<file path="config.mk">
export PLATFORM = sky130hd
export DESIGN_NAME = sobel_edge_kernel
export DESIGN_NICKNAME = d
export VERILOG_FILES = /design/src/rtl/sobel_edge_kernel.sv
export SDC_FILE = /design/constraint.sdc
export NUM_CORES = 1
export LEC_CHECK = 0
export CAP_MARGIN = 20
export CORE_MARGIN = 2
export CORE_UTILIZATION = 51
export DETAILED_ROUTE_END_ITERATION = 6
export PLACE_DENSITY = 0.95
export SLEW_MARGIN = 0
export SYNTH_ARGS = -nofsm -noshare
export SYNTH_HDL_FRONTEND = slang
export SYNTH_SLANG_ARGS = --single-unit
</file>
<file path="constraint.sdc">
create_clock -name clock -period 10.68 [get_ports clock]
set_input_delay 2.136 -clock clock [delete_from_list [all_inputs] [get_ports clock]]
set_output_delay 2.136 -clock clock [all_outputs]
set_load 0.01 [all_outputs]
</file>
<file path="src/rtl/sobel_edge_kernel.sv">
// Sobel |Gx|+|Gy| edge kernel on a 3x3 window stream, with optional binary threshold.
// Latency: fixed 3 clocks from in_valid to out_valid, one result per clock.
// Backpressure: none; the pipe advances every clock and bubbles pass through as out_valid=0.
//
// Ports:
//   clock, reset            - rising-edge clock, synchronous active-high reset
//   in_valid                - window taps and coordinates valid this cycle
//   window0..window8        - 3x3 taps, row-major (0..2 top, 3..5 middle, 6..8 bottom)
//   AH, AV                  - coordinate of the window's newest pixel
//   threshold, binary_mode  - edge threshold and output select, applied at the last stage
//   out_pixel, out_edge     - magnitude (or binary map) and edge flag, zero when not valid
//   out_AH, out_AV          - window-centre coordinate aligned with out_pixel
//   out_valid               - output valid
module sobel_edge_kernel #(
  parameter int WORD_SIZE = 16,
  parameter int PIX_BITS  = 8,
  parameter int ROW_SIZE  = 180,
  parameter int COL_SIZE  = 120,
  parameter int SHIFT     = 0
) (
  input  logic                 clock,
  input  logic                 reset,
  input  logic                 in_valid,
  input  logic [WORD_SIZE-1:0] window0,
  input  logic [WORD_SIZE-1:0] window1,
  input  logic [WORD_SIZE-1:0] window2,
  input  logic [WORD_SIZE-1:0] window3,
  input  logic [WORD_SIZE-1:0] window4,
  input  logic [WORD_SIZE-1:0] window5,
  input  logic [WORD_SIZE-1:0] window6,
  input  logic [WORD_SIZE-1:0] window7,
  input  logic [WORD_SIZE-1:0] window8,
  input  logic [9:0]           AH,
  input  logic [8:0]           AV,
  input  logic [PIX_BITS-1:0]  threshold,
  input  logic                 binary_mode,
  output logic [WORD_SIZE-1:0] out_pixel,
  output logic                 out_edge,
  output logic [9:0]           out_AH,
  output logic [8:0]           out_AV,
  output logic                 out_valid
);

  // Gradient width: +-4*(2^PIX_BITS-1) needs PIX_BITS+3 bits two's complement.
  localparam int GW = PIX_BITS + 3;
  // Absolute gradient width: 4*(2^PIX_BITS-1) fits in PIX_BITS+2 bits unsigned.
  localparam int AW = PIX_BITS + 2;

  localparam logic [9:0]          LP_H_LAST  = 10'(ROW_SIZE - 1);
  localparam logic [8:0]          LP_V_LAST  = 9'(COL_SIZE - 1);
  localparam logic [PIX_BITS-1:0] LP_PIX_MAX = '1;
  localparam logic [GW-1:0]       LP_ONE     = GW'(1);

  // Zero-extend a luminance sample to gradient width.
  function automatic logic [GW-1:0] ext(input logic [PIX_BITS-1:0] v);
    return {3'b000, v};
  endfunction

  // Magnitude of a two's complement gradient. Since |G| <= 4*(2^PIX_BITS-1),
  // the negation never overflows and the top bit of the result is always 0.
  function automatic logic [AW-1:0] abs_grad(input logic [GW-1:0] v);
    logic [GW-1:0] t;
    t = v[GW-1] ? (~v + LP_ONE) : v;
    return t[AW-1:0];
  endfunction

  // ---------------------------------------------------------------------------
  // Stage 1 inputs: luminance extraction, gradients, centre coordinate, border
  // ---------------------------------------------------------------------------
  logic [PIX_BITS-1:0] w_p [9];

  assign w_p[0] = window0[PIX_BITS-1:0];
  assign w_p[1] = window1[PIX_BITS-1:0];
  assign w_p[2] = window2[PIX_BITS-1:0];
  assign w_p[3] = window3[PIX_BITS-1:0];
  assign w_p[4] = window4[PIX_BITS-1:0];
  assign w_p[5] = window5[PIX_BITS-1:0];
  assign w_p[6] = window6[PIX_BITS-1:0];
  assign w_p[7] = window7[PIX_BITS-1:0];
  assign w_p[8] = window8[PIX_BITS-1:0];

  // Upper tap bits carry no luminance; the centre tap never enters the Sobel sum.
  logic w_unused_taps;
  assign w_unused_taps = ^{window0[WORD_SIZE-1:PIX_BITS], window1[WORD_SIZE-1:PIX_BITS],
                           window2[WORD_SIZE-1:PIX_BITS], window3[WORD_SIZE-1:PIX_BITS],
                           window4,
                           window5[WORD_SIZE-1:PIX_BITS], window6[WORD_SIZE-1:PIX_BITS],
                           window7[WORD_SIZE-1:PIX_BITS], window8[WORD_SIZE-1:PIX_BITS],
                           w_p[4]};

  logic [GW-1:0] w_gx_pos;
  logic [GW-1:0] w_gx_neg;
  logic [GW-1:0] w_gy_pos;
  logic [GW-1:0] w_gy_neg;
  logic [GW-1:0] w_gx;
  logic [GW-1:0] w_gy;

  // Each partial sum is at most 4*(2^PIX_BITS-1), so unsigned GW-bit sums are
  // exact and the GW-bit difference is the correct two's complement gradient.
  assign w_gx_pos = ext(w_p[2]) + (ext(w_p[5]) << 1) + ext(w_p[8]);
  assign w_gx_neg = ext(w_p[0]) + (ext(w_p[3]) << 1) + ext(w_p[6]);
  assign w_gy_pos = ext(w_p[6]) + (ext(w_p[7]) << 1) + ext(w_p[8]);
  assign w_gy_neg = ext(w_p[0]) + (ext(w_p[1]) << 1) + ext(w_p[2]);
  assign w_gx     = w_gx_pos - w_gx_neg;
  assign w_gy     = w_gy_pos - w_gy_neg;

  // The window centre is one pixel behind (left of / above) the newest pixel;
  // coordinate 0 means the centre wrapped to the last column/line.
  logic [9:0] w_ch;
  logic [8:0] w_cv;
  logic       w_border;

  assign w_ch     = (AH == 10'd0) ? LP_H_LAST : (AH - 10'd1);
  assign w_cv     = (AV == 9'd0)  ? LP_V_LAST : (AV - 9'd1);
  assign w_border = (w_ch == 10'd0) || (w_ch == LP_H_LAST) ||
                    (w_cv == 9'd0)  || (w_cv == LP_V_LAST);

  // ---------------------------------------------------------------------------
  // Stage 1 registers
  // ---------------------------------------------------------------------------
  logic          r1_vld;
  logic [GW-1:0] r1_gx;
  logic [GW-1:0] r1_gy;
  logic [9:0]    r1_ch;
  logic [8:0]    r1_cv;
  logic          r1_border;

  // Data is zeroed on bubbles so nothing stale can travel down the pipe.
  always_ff @(posedge clock) begin
    if (reset) begin
      r1_vld    <= 1'b0;
      r1_gx     <= '0;
      r1_gy     <= '0;
      r1_ch     <= '0;
      r1_cv     <= '0;
      r1_border <= 1'b0;
    end else begin
      r1_vld <= in_valid;
      if (in_valid) begin
        r1_gx     <= w_gx;
        r1_gy     <= w_gy;
        r1_ch     <= w_ch;
        r1_cv     <= w_cv;
        r1_border <= w_border;
      end else begin
        r1_gx     <= '0;
        r1_gy     <= '0;
        r1_ch     <= '0;
        r1_cv     <= '0;
        r1_border <= 1'b0;
      end
    end
  end

  // ---------------------------------------------------------------------------
  // Stage 2: absolute values
  // ---------------------------------------------------------------------------
  logic          r2_vld;
  logic [AW-1:0] r2_ax;
  logic [AW-1:0] r2_ay;
  logic [9:0]    r2_ch;
  logic [8:0]    r2_cv;
  logic          r2_border;

  always_ff @(posedge clock) begin
    if (reset) begin
      r2_vld    <= 1'b0;
      r2_ax     <= '0;
      r2_ay     <= '0;
      r2_ch     <= '0;
      r2_cv     <= '0;
      r2_border <= 1'b0;
    end else begin
      r2_vld    <= r1_vld;
      r2_ax     <= abs_grad(r1_gx);
      r2_ay     <= abs_grad(r1_gy);
      r2_ch     <= r1_ch;
      r2_cv     <= r1_cv;
      r2_border <= r1_border;
    end
  end

  // ---------------------------------------------------------------------------
  // Stage 3: sum, scale, saturate, threshold, output select
  // ---------------------------------------------------------------------------
  logic [GW-1:0]       w_sum;
  logic [GW-1:0]       w_raw;
  logic [PIX_BITS-1:0] w_sat;
  logic [PIX_BITS-1:0] w_mag;
  logic                w_edge;
  logic [PIX_BITS-1:0] w_pix;

  assign w_sum = {1'b0, r2_ax} + {1'b0, r2_ay};
  assign w_raw = w_sum >> SHIFT;
  assign w_sat = (|w_raw[GW-1:PIX_BITS]) ? LP_PIX_MAX : w_raw[PIX_BITS-1:0];

  // Border pixels are forced to "no edge" even when threshold is 0.
  assign w_mag  = r2_border ? '0 : w_sat;
  assign w_edge = !r2_border && (w_sat >= threshold);
  assign w_pix  = binary_mode ? (w_edge ? LP_PIX_MAX : '0) : w_mag;

  logic [WORD_SIZE-1:0] r_out_pixel;
  logic                 r_out_edge;
  logic [9:0]           r_out_ah;
  logic [8:0]           r_out_av;
  logic                 r_out_valid;

  // Gated on valid: with threshold 0 a zeroed bubble would otherwise look like an edge.
  always_ff @(posedge clock) begin
    if (reset) begin
      r_out_valid <= 1'b0;
      r_out_pixel <= '0;
      r_out_edge  <= 1'b0;
      r_out_ah    <= '0;
      r_out_av    <= '0;
    end else begin
      r_out_valid <= r2_vld;
      if (r2_vld) begin
        r_out_pixel <= {{(WORD_SIZE-PIX_BITS){1'b0}}, w_pix};
        r_out_edge  <= w_edge;
        r_out_ah    <= r2_ch;
        r_out_av    <= r2_cv;
      end else begin
        r_out_pixel <= '0;
        r_out_edge  <= 1'b0;
        r_out_ah    <= '0;
        r_out_av    <= '0;
      end
    end
  end

  assign out_pixel = r_out_pixel;
  assign out_edge  = r_out_edge;
  assign out_AH    = r_out_ah;
  assign out_AV    = r_out_av;
  assign out_valid = r_out_valid;

endmodule

</file>
=== Yosys cells after proc, flatten, opt, wreduce, memory -nomap -nowiden ===
Index checks and enable logic that the tools add are counted.

* $add $sub $neg: 15
* Multipliers: 0
* Divide/modulo/power cells: 0
* $lt $le $gt $ge: 1
* Eq/ne operators: 2
* Shift operators: 0
* Muxes and demuxes: 8
* Bitwise gates (word level): 4
* Reductions and logical operators: 12

{| class="wikitable"
|+ Operators by type and width
! kind !! number
|-
| $add 10x8->11 || 4
|-
| $add 8x9->10 || 4
|-
| $mux 8 || 4
|-
| $mux 10 || 3
|-
| $sub 11x11->11 || 2
|-
| $add 10x1->10 const B || 2
|-
| $logic_not 10->1 || 2
|-
| $not 10->10 || 2
|-
| $logic_not 9->1 || 2
|-
| $add 10x10->11 || 1
|-
| $eq 10x8->1 const B || 1
|-
| $sub 10x1->10 const B || 1
|-
| $eq 9x7->1 const B || 1
|-
| $mux 9 || 1
|-
| $sub 9x1->9 const B || 1
|-
| $ge 8x8->1 || 1
|-
| $reduce_or 2->1 || 2
|-
| $logic_or 1x1->1 || 3
|-
| $reduce_or 3->1 || 1
|-
| $not 1->1 || 2
|-
| $logic_and 1x1->1 || 1
|-
| $logic_not 1->1 || 1
|}

* Bits in registers: 121
* Bits in latches: 0
* Bits in writable memories: 0
* ROM bits: 0
* Input port bits: 175
* Output and inout port bits: 37
* Logic and storage cells: 60
* Memories: 0

=== Logic depth before layout (Yosys ltp) ===
Gate-level depths: netlist of the first run.

* Depth in word-level cells: 7
* Depth in mapped cells: 16
* Gate-level depth less buffers: 14

=== Least setup slack after synthesis of the first run ===
Ideal clock, no wire load.

* Path kind: input to register
* From: input window1[1]
* To: register r1_gy[9]
* Setup time: 0.060 ns
* Arrival: 5.171 ns
* Required time: 10.620 ns
* Path slack: 5.449 ns
* Stages on the path: 12
* Path buffers: 0
* Cells stage by stage: inv_1 fa_1 fa_1 fa_1 inv_1 fa_1 nor2b_1 o21ai_0 nand2b_1 a311oi_1 or4_1 nand2_1

* Longest elaborated chain between the ends: 3

{| class="wikitable"
|+ Ends and longest elaborated chain
! item !! line !! RTL
|-
| start, declared || 25 || <nowiki>input logic [WORD_SIZE-1:0] window1,</nowiki>
|-
| $add 8x9->10 || 103 || <nowiki>assign w_gy_neg = ext(w_p[0]) + (ext(w_p[1]) << 1) + ext(w_p[2]);</nowiki>
|-
| $add 10x8->11 || 103 ||
|-
| $sub 11x11->11 || 105 || <nowiki>assign w_gy = w_gy_pos - w_gy_neg;</nowiki>
|-
| end signal, assigned || 141 || <nowiki>r1_gy <= w_gy;</nowiki>
|-
| end, declared || 123 || <nowiki>logic [GW-1:0] r1_gy;</nowiki>
|}

No other way between the ends.
A chain may end at the register's enable or synchronous reset.

=== Worst setup path after layout of the first run ===
* From: input window2[2]
* To: register r1_gy[9]

* Longest elaborated chain between the ends: 2

{| class="wikitable"
|+ Ends and longest elaborated chain
! item !! line !! RTL
|-
| start, declared || 26 || <nowiki>input logic [WORD_SIZE-1:0] window2,</nowiki>
|-
| $add 10x8->11 || 103 ||
|-
| $sub 11x11->11 || 105 ||
|}

No other way between the ends.

==> metrics.cfg, run 1 <==
[routing]
route.detailed.drc=0
via_count=4913
ant_nets=0
first_pass_iters=6
dr.first_iter.drc_count=269
drt-total-wl_mm=13.8
routedWlPerCell_um=14.0
via_per_inst=5.00

[setup_path]
worst-r2r-cell-count=14
r2r-end=out_pixel[7]$_SDFF_PP0_
worst_setup_path_end_kind=flip-flop
critPathArrivalTime_ps=6000
path_max_fanout=3
critPathLaunch=window2[2]
cp-start-kind=input port
r2r-start=r2_ax[0]$_SDFF_PP0_
path_class=in2reg
required_ps=11030
ff2ff_setup_slack_ps=6870

[floorplanning]
die_h_um=118
core_mm2=0.0127
die_x_um=118
dieArea_mm2=0.0140
ios=212
start_util_pct=52.5
rows=41

[clock_network]
hold_buffers=0
insertion_delay_ps=400
clkSlewWorstSetupHoldPaths_ps=60
cts-root-buf=clkbuf_16
cts_tree=done
postCtsSetupBuffers=0
clock-sinks=113
cts.htree.levels=4
cts-buffers-inserted=17
clockBufferDepth=2
ctsResizeCount=0

[global_routing]
grt_use_total_pct=20.7
grt.overflow.total=0
grt_first_pass_wirelength_mm=23.6
antenna_found_initial=0
grt_max_degree=44
grt_pass1_vias=5267

[synth]
yosysUniqueCellTypes=58
syn_avg_cell_area_um2=9.96
yosysWarnings=0
synth_edf_count=0
syn_area_mm2=0.00668
synthArstFlopShare_pct=0
ys_ff_latch=113
syn_inst=670
ys.flop_type=dfxtp_1
yosysSeqAreaShare_pct=33.9

[power]
p_sw_share_pct=36.2
intPower_mw=1.14
power_switching_mw=0.647
finalPower_mw=1.79
ir_drop_mv=0.121
p_leak_nw=3.76
share_seq_of_total_power_pct=28.4
clock_power_share_pct=28.2
power_density_mw_per_mm2=208
p_comb_share_pct=43.4

[sta]
min_period_over_period_pct=53.0
setup_viol=0
tightest_slew_ps=568
period_needed_ps=5660
rsz0062_at_grt=no
fmax_mhz=177
finalMaxSlewViolations=0
finalHoldViolCount=0
max_slew_margin_pct=61.8
finalClockSkew_ps=6.28
fin_tns_setup_ps=0

[min_path]
hp-class=reg2reg
whs_endpoint=out_AH[7]$_SDFF_PP0_
min-delay-start=r2_ch[7]$_SDFF_PP0_
hold_depth=1

[final_layout]
layout.nets=1085
area_growth_pct=28.5
drive_gt1_share_pct=5.43
antennaDiodeCount=0
final_cell_mix=clkdlybuf4s50_1, dfxtp_1, inv_1
layout_commonest_cell=clkdlybuf4s50_1

[run]
max-cap-violations=0

[status]
status=finished, final reports clean

[placement]
routabilityCongestion=0.905
dp_hpwl_mm=10.5
port_buffers=123

worst max path at each step:
stage               slack, ps             endpoint
floorplan                5450  r1_gy[9]$_SDFF_PP0_
global placement         4780  r1_gx[9]$_SDFF_PP0_
detailed placement       4620  r1_gy[9]$_SDFF_PP0_
CTS                      5030  r1_gy[9]$_SDFF_PP0_
global route             4840  r1_gy[9]$_SDFF_PP0_
finish                   5020  r1_gy[9]$_SDFF_PP0_
layout make-up:
cell class | instances | area (um2)
multi-input combinational | 460 | 4010
clock buffer | 18 | 439
clock inverter | 14 | 109
sequential | 113 | 2260
timing repair buffer | 125 | 1250
inverter | 80 | 300
fill | 935 | 4140
tap | 172 | 215
through the flow:
stage          worst slack [ps]  hold WS, ps  area, um2  instances  util (%)
2_1_floorplan              5450          406       6700        677         -
3_3_place_gp               4780          407       8030        950      63.1
3_5_place_dp               4620          413       8030        950      63.1
4_1_cts                    5030          419       8580        982      67.4
5_1_grt                    4840          440       8580        982      67.4
6_report                   5020          417       8580        982      67.4
power by group through the flow:
stage	clock network, mW	logic [mW]	registers, mW
6_report	0.504	0.775	0.508
5_1_grt	0.532	0.885	0.514
4_1_cts	0.509	0.779	0.508
3_5_place_dp	0	0.763	0.515
3_3_place_gp	0	0.715	0.512
2_1_floorplan	0	0.589	0.506
metal layers:
| layer | GRT usage (%) | vias up | wire length, um |
|---|---|---|---|
| li1 | - | 2422 | - |
| met1 | 23.1 | 2307 | 5560 |
| met2 | 37.6 | 156 | 7140 |
| met3 | 5.79 | 28 | 779 |
| met4 | 7.51 | 0 | 297 |
| met5 | 0 | - | 0 |
kinds of logic (layout without fill, tap and decap cells):
kind of cell             Yosys count  count (layout)  share of synthesized area (%)
AND/OR/NAND/NOR                  205             205                           16.0
adder cells (fa/ha/maj)          114             114                           28.4
flip-flops                       113             113                           33.9
buffers and inverters            104             237                           6.49
AO/OA/AOI/OAI                     86              86                           8.73
XOR/XNOR                          39              39                           5.12
multiplexers                       8               8                           1.29
other                              1               8                         0.0562
flip-flops by register name, indices dropped and copies added, names as in the netlist:
register / cells
out_AH: 10
out_AV: 9
out_edge: 1
out_pixel: 8
out_valid: 1
r1_border: 1
r1_ch: 10
r1_cv: 9
r1_gx: 11
r1_gy: 11
r1_vld: 1
r2_ax: 10
r2_ay: 10
r2_border: 1
r2_ch: 10
r2_cv: 9
r2_vld: 1
synthesized netlist by cell type, types with 7 or more instances:
| master | n | share of area (%) |
|---|---|---|
| buf_4 | 8 | 0.90 |
| nor2_1 | 55 | 3.1 |
| dfxtp_1 | 113 | 34 |
| xor2_1 | 28 | 3.7 |
| a21oi_1 | 17 | 1.3 |
| a21o_1 | 9 | 1.0 |
| and2_1 | 27 | 2.5 |
| clkbuf_1 | 13 | 0.73 |
| xnor2_1 | 11 | 1.4 |
| fa_1 | 63 | 19 |
| nor2b_1 | 30 | 2.8 |
| o21ai_0 | 12 | 0.90 |
| nand2b_1 | 8 | 0.75 |
| nand2_1 | 40 | 2.2 |
| a31oi_1 | 12 | 1.1 |
| ha_1 | 50 | 9.4 |
| nor3_1 | 10 | 0.75 |
| o31ai_1 | 7 | 0.79 |
| inv_1 | 80 | 4.5 |
| or3_1 | 9 | 0.84 |
critical path: stages:
cell and delay, ps:
clkdlybuf4s50_1 530, inv_1 80, fa_1 510, fa_1 540, fa_1 600, inv_1 80
fa_1 440, nor2b_1 160, o21ai_0 100, nand2b_1 150, a311oi_1 120, or4_1 470
nand2_1 70
No activity file was read; power rests on OpenSTA's default activity.
==> run 2: changes to the inputs <==
- CORE_UTILIZATION: 51 -> 47
- PLACE_DENSITY: 0.95 -> 0.89
- clock period: 10.68 -> 5.8 ns (I/O delays scaled with it)
==> run 2 against run 1 <==
Effect of this change: die area is 8.2% higher; first-iteration DRC count is 5.9% higher; sequential power grew 84%; sequential share of layout area decreased by 0.16 points; final cell count is 0.61% higher; critical endpoint is now r1_gx[9]$_SDFF_PP0_; clock power rose by 100%; design area is 0.61% higher; hold slack improved by 2.7 ps; sequential cell count unchanged; clock skew fell by 1.0 ps; largest power group unchanged; highest routed layer unchanged.
==> metrics.cfg, run 2 (synthesis gave the netlist of run 1 again) <==
[status]
status=finished, final reports clean

[floorplanning]
core_mm2=0.0139
die_h_um=123
dieArea_mm2=0.0152
ios=212
die_x_um=123
start_util_pct=48.1
rows=43

[placement]
place_ws_ps=771
dpl.cell_count=958
routabilityCongestion=0.812
dpl-instance-area_mm2=0.00804
port_buffers=123
dp_hpwl_mm=10.2

[power]
p_leak_nw=3.80
finalPower_mw=3.35
power_density_mw_per_mm2=388
ir_drop_mv=0.206

[clock_network]
cts-buffers-inserted=17
ctsResizeCount=0
cts.htree.levels=4
clock-sinks=113
postCtsSetupBuffers=0
insertion_delay_ps=400
clkSlewWorstSetupHoldPaths_ps=50
clockBufferDepth=2
hold_buffers=0
cts-root-buf=clkbuf_16
cts_tree=done

[global_routing]
grt_use_total_pct=18.2
antenna_found_initial=0
grt_pass1_vias=4882
grt_first_pass_wirelength_mm=21.6
grt_max_degree=44
grt.overflow.total=0

[sta]
finalClockSkew_ps=5.26
finalHoldViolCount=0
period_needed_ps=4710
fmax_mhz=212
worst_slack_ps=1090
tightest_slew_ps=545
fin_tns_setup_ps=0
whs_ps=420
rsz0062_at_grt=no
setup_viol=0
max_slew_margin_pct=63.6
min_period_over_period_pct=81.1
finalMaxSlewViolations=0

[final_layout]
layout.nets=1085
final_cell_mix=clkdlybuf4s50_1, dfxtp_1, inv_1
drive_gt1_share_pct=4.95
fin_cells=988
layout_commonest_cell=clkdlybuf4s50_1
fin_area_mm2=0.00863
final_util_pct=62.2
area_growth_pct=29.3
antennaDiodeCount=0
largestRegisters=r1_gx x11, r1_gy x11

[setup_path]
crit_chain=clkdlybuf4s50_1, inv_1, fa_1, fa_1, fa_1, inv_1, fa_1, nor2b_1, o21ai_0, nand2b_1, a311oi_1, or4_1, nand2_1
critPathArrivalTime_ps=5040
cp_common_cell=fa_1
r2r-end=out_pixel[2]$_SDFF_PP0_
crit_slowest_cell=fa_1
crit_cells=13
critPathMaxStageDelay_ps=580
path_max_fanout=3
worst-r2r-cell-count=14
required_ps=6130
r2r-start=r2_ax[0]$_SDFF_PP0_
cp_top_family=adder cells
crit_path_end=r1_gx[9]$_SDFF_PP0_
path_class=in2reg
cp-start-kind=input port
critPathLaunch=window6[2]
ff2ff_setup_slack_ps=1930
cp_num_buf_inv=3
worst_setup_path_end_kind=flip-flop

[routing]
routedWlPerCell_um=13.3
dr_wl_met2_mm=6.56
met1_length_mm=5.63
via_count=4867
wl_met3_um=688
ant_nets=0
dr.first_iter.drc_count=285
first_pass_iters=5
route.detailed.drc=0
drt-total-wl_mm=13.1
highest_layer=met4
via_per_inst=4.93

[run]
max-cap-violations=0

[min_path]
hp-class=reg2reg

-- run 2: worst reg2reg max path, stage by stage, from the launching register on --
cell	delay, ps
dfxtp_1	300
ha_1	230
fa_1	450
a211oi_1	350
o21ai_0	170
a31oi_1	240
mux2_4	400
and2_1	180
ha_1	260
nand2b_1	90
a31oi_1	90
o21ai_1	170
a21oi_1	120
or3b_1	510
a31oi_1	240
-- run 2: layer usage --
metal,global-route usage [%],vias to the layer above
li1,-,2412
met3,5.12,22
met5,0,-
met1,21.1,2275
met4,6.53,0
met2,32.1,158
-- run 2: worst min-delay path by stage --
stage | from | endpoint | slack (ps) | cells past startpoint
finish | r2_ch[9]$_SDFF_PP0_ | out_AH[9]$_SDFF_PP0_ | 420 | 1
global route | r2_ch[9]$_SDFF_PP0_ | out_AH[9]$_SDFF_PP0_ | 430 | 1
CTS | r2_ch[2]$_SDFF_PP0_ | out_AH[2]$_SDFF_PP0_ | 420 | 1
detailed placement | r2_ch[2]$_SDFF_PP0_ | out_AH[2]$_SDFF_PP0_ | 410 | 1
global placement | r2_cv[2]$_SDFF_PP0_ | out_AV[2]$_SDFF_PP0_ | 410 | 1
floorplan | r2_ch[0]$_SDFF_PP0_ | out_AH[0]$_SDFF_PP0_ | 410 | 1
-- run 2: power breakdown --
part	switching [mW]	internal, mW	total [mW]	leakage, nW
logic	0.744	0.660	1.40	2.58
registers	0.0565	0.877	0.933	0.921
clock network	0.317	0.692	1.01	0.295
-- run 2: final cells by class --
cell class                 count  area [um2]
fill                        1070        5250
tap                          180         225
multi-input combinational    460        4010
clock inverter                 5        75.1
timing repair buffer         125        1250
sequential                   113        2260
clock buffer                  25         515
inverter                      80         300
==> run 3: changes to the inputs <==
- CORE_UTILIZATION: 47 -> 43
- PLACE_DENSITY: 0.89 -> 0.86
- clock period: 5.8 -> 3.99 ns (I/O delays scaled with it)
==> run 3 against run 2 <==
Effect of this change: the flow now finishes with violations (negative setup slack); global-route usage shrank 0.99 points; combinational power up 79%; design area up 5.1%; non-clock buffer count rose by 37.
==> metrics.cfg, run 3 (synthesis gave the netlist of run 1 again) <==
[sta]
fmax_mhz=249
tightest_slew_ps=526
period_needed_ps=4010
max_slew_margin_pct=64.9
worst_slack_ps=-18.9
finalHoldViolCount=0
finalClockSkew_ps=6.55
setup_viol=1
min_period_over_period_pct=100
finalMaxSlewViolations=0

[status]
status=finished, violations left
failed_checks=negative setup slack

[power]
p_leak_nw=4.11
power_density_mw_per_mm2=598
ir_drop_mv=0.299
finalPower_mw=5.42

[run]
max-cap-violations=0

[routing]
routedWlPerCell_um=13.7
via_count=5012
dr.first_iter.drc_count=236
route.detailed.drc=0
via_per_inst=4.85
drt-total-wl_mm=14.1
first_pass_iters=4
ant_nets=0

[setup_path]
r2r-end=out_pixel[3]$_SDFF_PP0_
critPathArrivalTime_ps=4350
ff2ff_setup_slack_ps=260
cp-start-kind=input port
required_ps=4330
r2r-start=r2_ax[0]$_SDFF_PP0_
worst_setup_path_end_kind=flip-flop
critPathLaunch=window1[1]
path_max_fanout=2
worst-r2r-cell-count=14
path_class=in2reg
crit_path_end=r1_gy[9]$_SDFF_PP0_

[clock_network]
hold_buffers=0
cts-root-buf=clkbuf_16
cts-buffers-inserted=17
cts.htree.levels=4
cts_tree=done
clockBufferDepth=2
clkSlewWorstSetupHoldPaths_ps=50
insertion_delay_ps=400
clock-sinks=113

[global_routing]
grt_max_degree=43
grtUsageMet1_pct=20.4
grt_use_total_pct=17.3
grt.overflow.total=0
grt-busiest-layer=met2
grt_use_met3_pct=4.74
grt_pass1_vias=5180
grt_first_pass_wirelength_mm=22.7
grt.met2_usage_pct=30.9
antenna_found_initial=0

[floorplanning]
dieArea_mm2=0.0165
die_x_um=129
die_h_um=129
start_util_pct=43.9
core_mm2=0.0152
rows=45
ios=212

[placement]
port_buffers=123
routabilityCongestion=0.845
dpl.cell_count=995
dp_hpwl_mm=10.6

[final_layout]
fillers=1204
antennaDiodeCount=0
largestRegisters=r1_gx x11, r1_gy x11
area_growth_pct=35.9
layout.nets=1122
layout_commonest_cell=dfxtp_1
drive_gt1_share_pct=11.9
final_cell_mix=dfxtp_1, clkdlybuf4s50_1, inv_1
fin_cells=1034

[min_path]
min-delay-start=r2_cv[4]$_SDFF_PP0_
hp-class=reg2reg

==> run 3: critical path: stages <==
cell and delay (ps):
clkdlybuf4s50_1 460, inv_1 50, fa_1 500, fa_1 450
fa_1 570, inv_2 50, fa_2 350, nor2b_2 160
o21ai_1 80, nand2b_1 160, a311oi_2 120, or4_1 530
nand2_1 80
==> run 3: what timing repair did <==
item | in CTS | in global routing
setup endpoints to repair | 7 | 18
resized for setup | 9 | 30
buffers inserted | 6 | 2
pin swaps | 6 | 32
endpoints found under the hold margin | 0 | 0
==> run 3: through the flow <==
step | utilization, % | setup TNS [ps] | area, um2 | hold slack (ps) | worst slack (ps)
after global routing | 59.7 | -159 | 9070 | 440 | -50.7
after global placement | 54.4 | -4140 | 8270 | 408 | -527
final | 59.7 | -18.9 | 9070 | 420 | -18.9
after detailed placement | 54.4 | -4780 | 8270 | 413 | -579
after floorplan | - | 0 | 6700 | 406 | 97.0
after CTS | 59.0 | -12.1 | 8970 | 421 | -12.1
==> run 3: layout make-up <==
| class | count | area, um2 | area share, % |
|---|---|---|---|
| tap | 188 | 235 | 2.59 |
| multi-input combinational | 460 | 4090 | 45.1 |
| clock inverter | 10 | 158 | 1.74 |
| sequential | 113 | 2260 | 24.9 |
| clock buffer | 21 | 470 | 5.19 |
| inverter | 80 | 300 | 3.31 |
| timing repair buffer | 162 | 1550 | 17.1 |
==> run 3: worst min path at each step <==
stage | endpoint | depth (start not counted)
floorplan | out_AH[0]$_SDFF_PP0_ | 1
global placement | out_AV[2]$_SDFF_PP0_ | 1
detailed placement | out_AH[3]$_SDFF_PP0_ | 1
CTS | out_AV[4]$_SDFF_PP0_ | 1
global route | out_AH[6]$_SDFF_PP0_ | 1
finish | out_AV[4]$_SDFF_PP0_ | 1
==> run 3: report_power, final <==
part | switching [mW] | total (mW) | internal (mW)
clock network | 0.485 | 1.57 | 1.09
logic | 1.24 | 2.50 | 1.26
registers | 0.0812 | 1.35 | 1.27
==> run 3: layer usage <==
layer	wire length (um)	share of wire [%]
met5	0	0
met4	176	1.2
met3	812	5.7
met2	7290	52
met1	5870	41
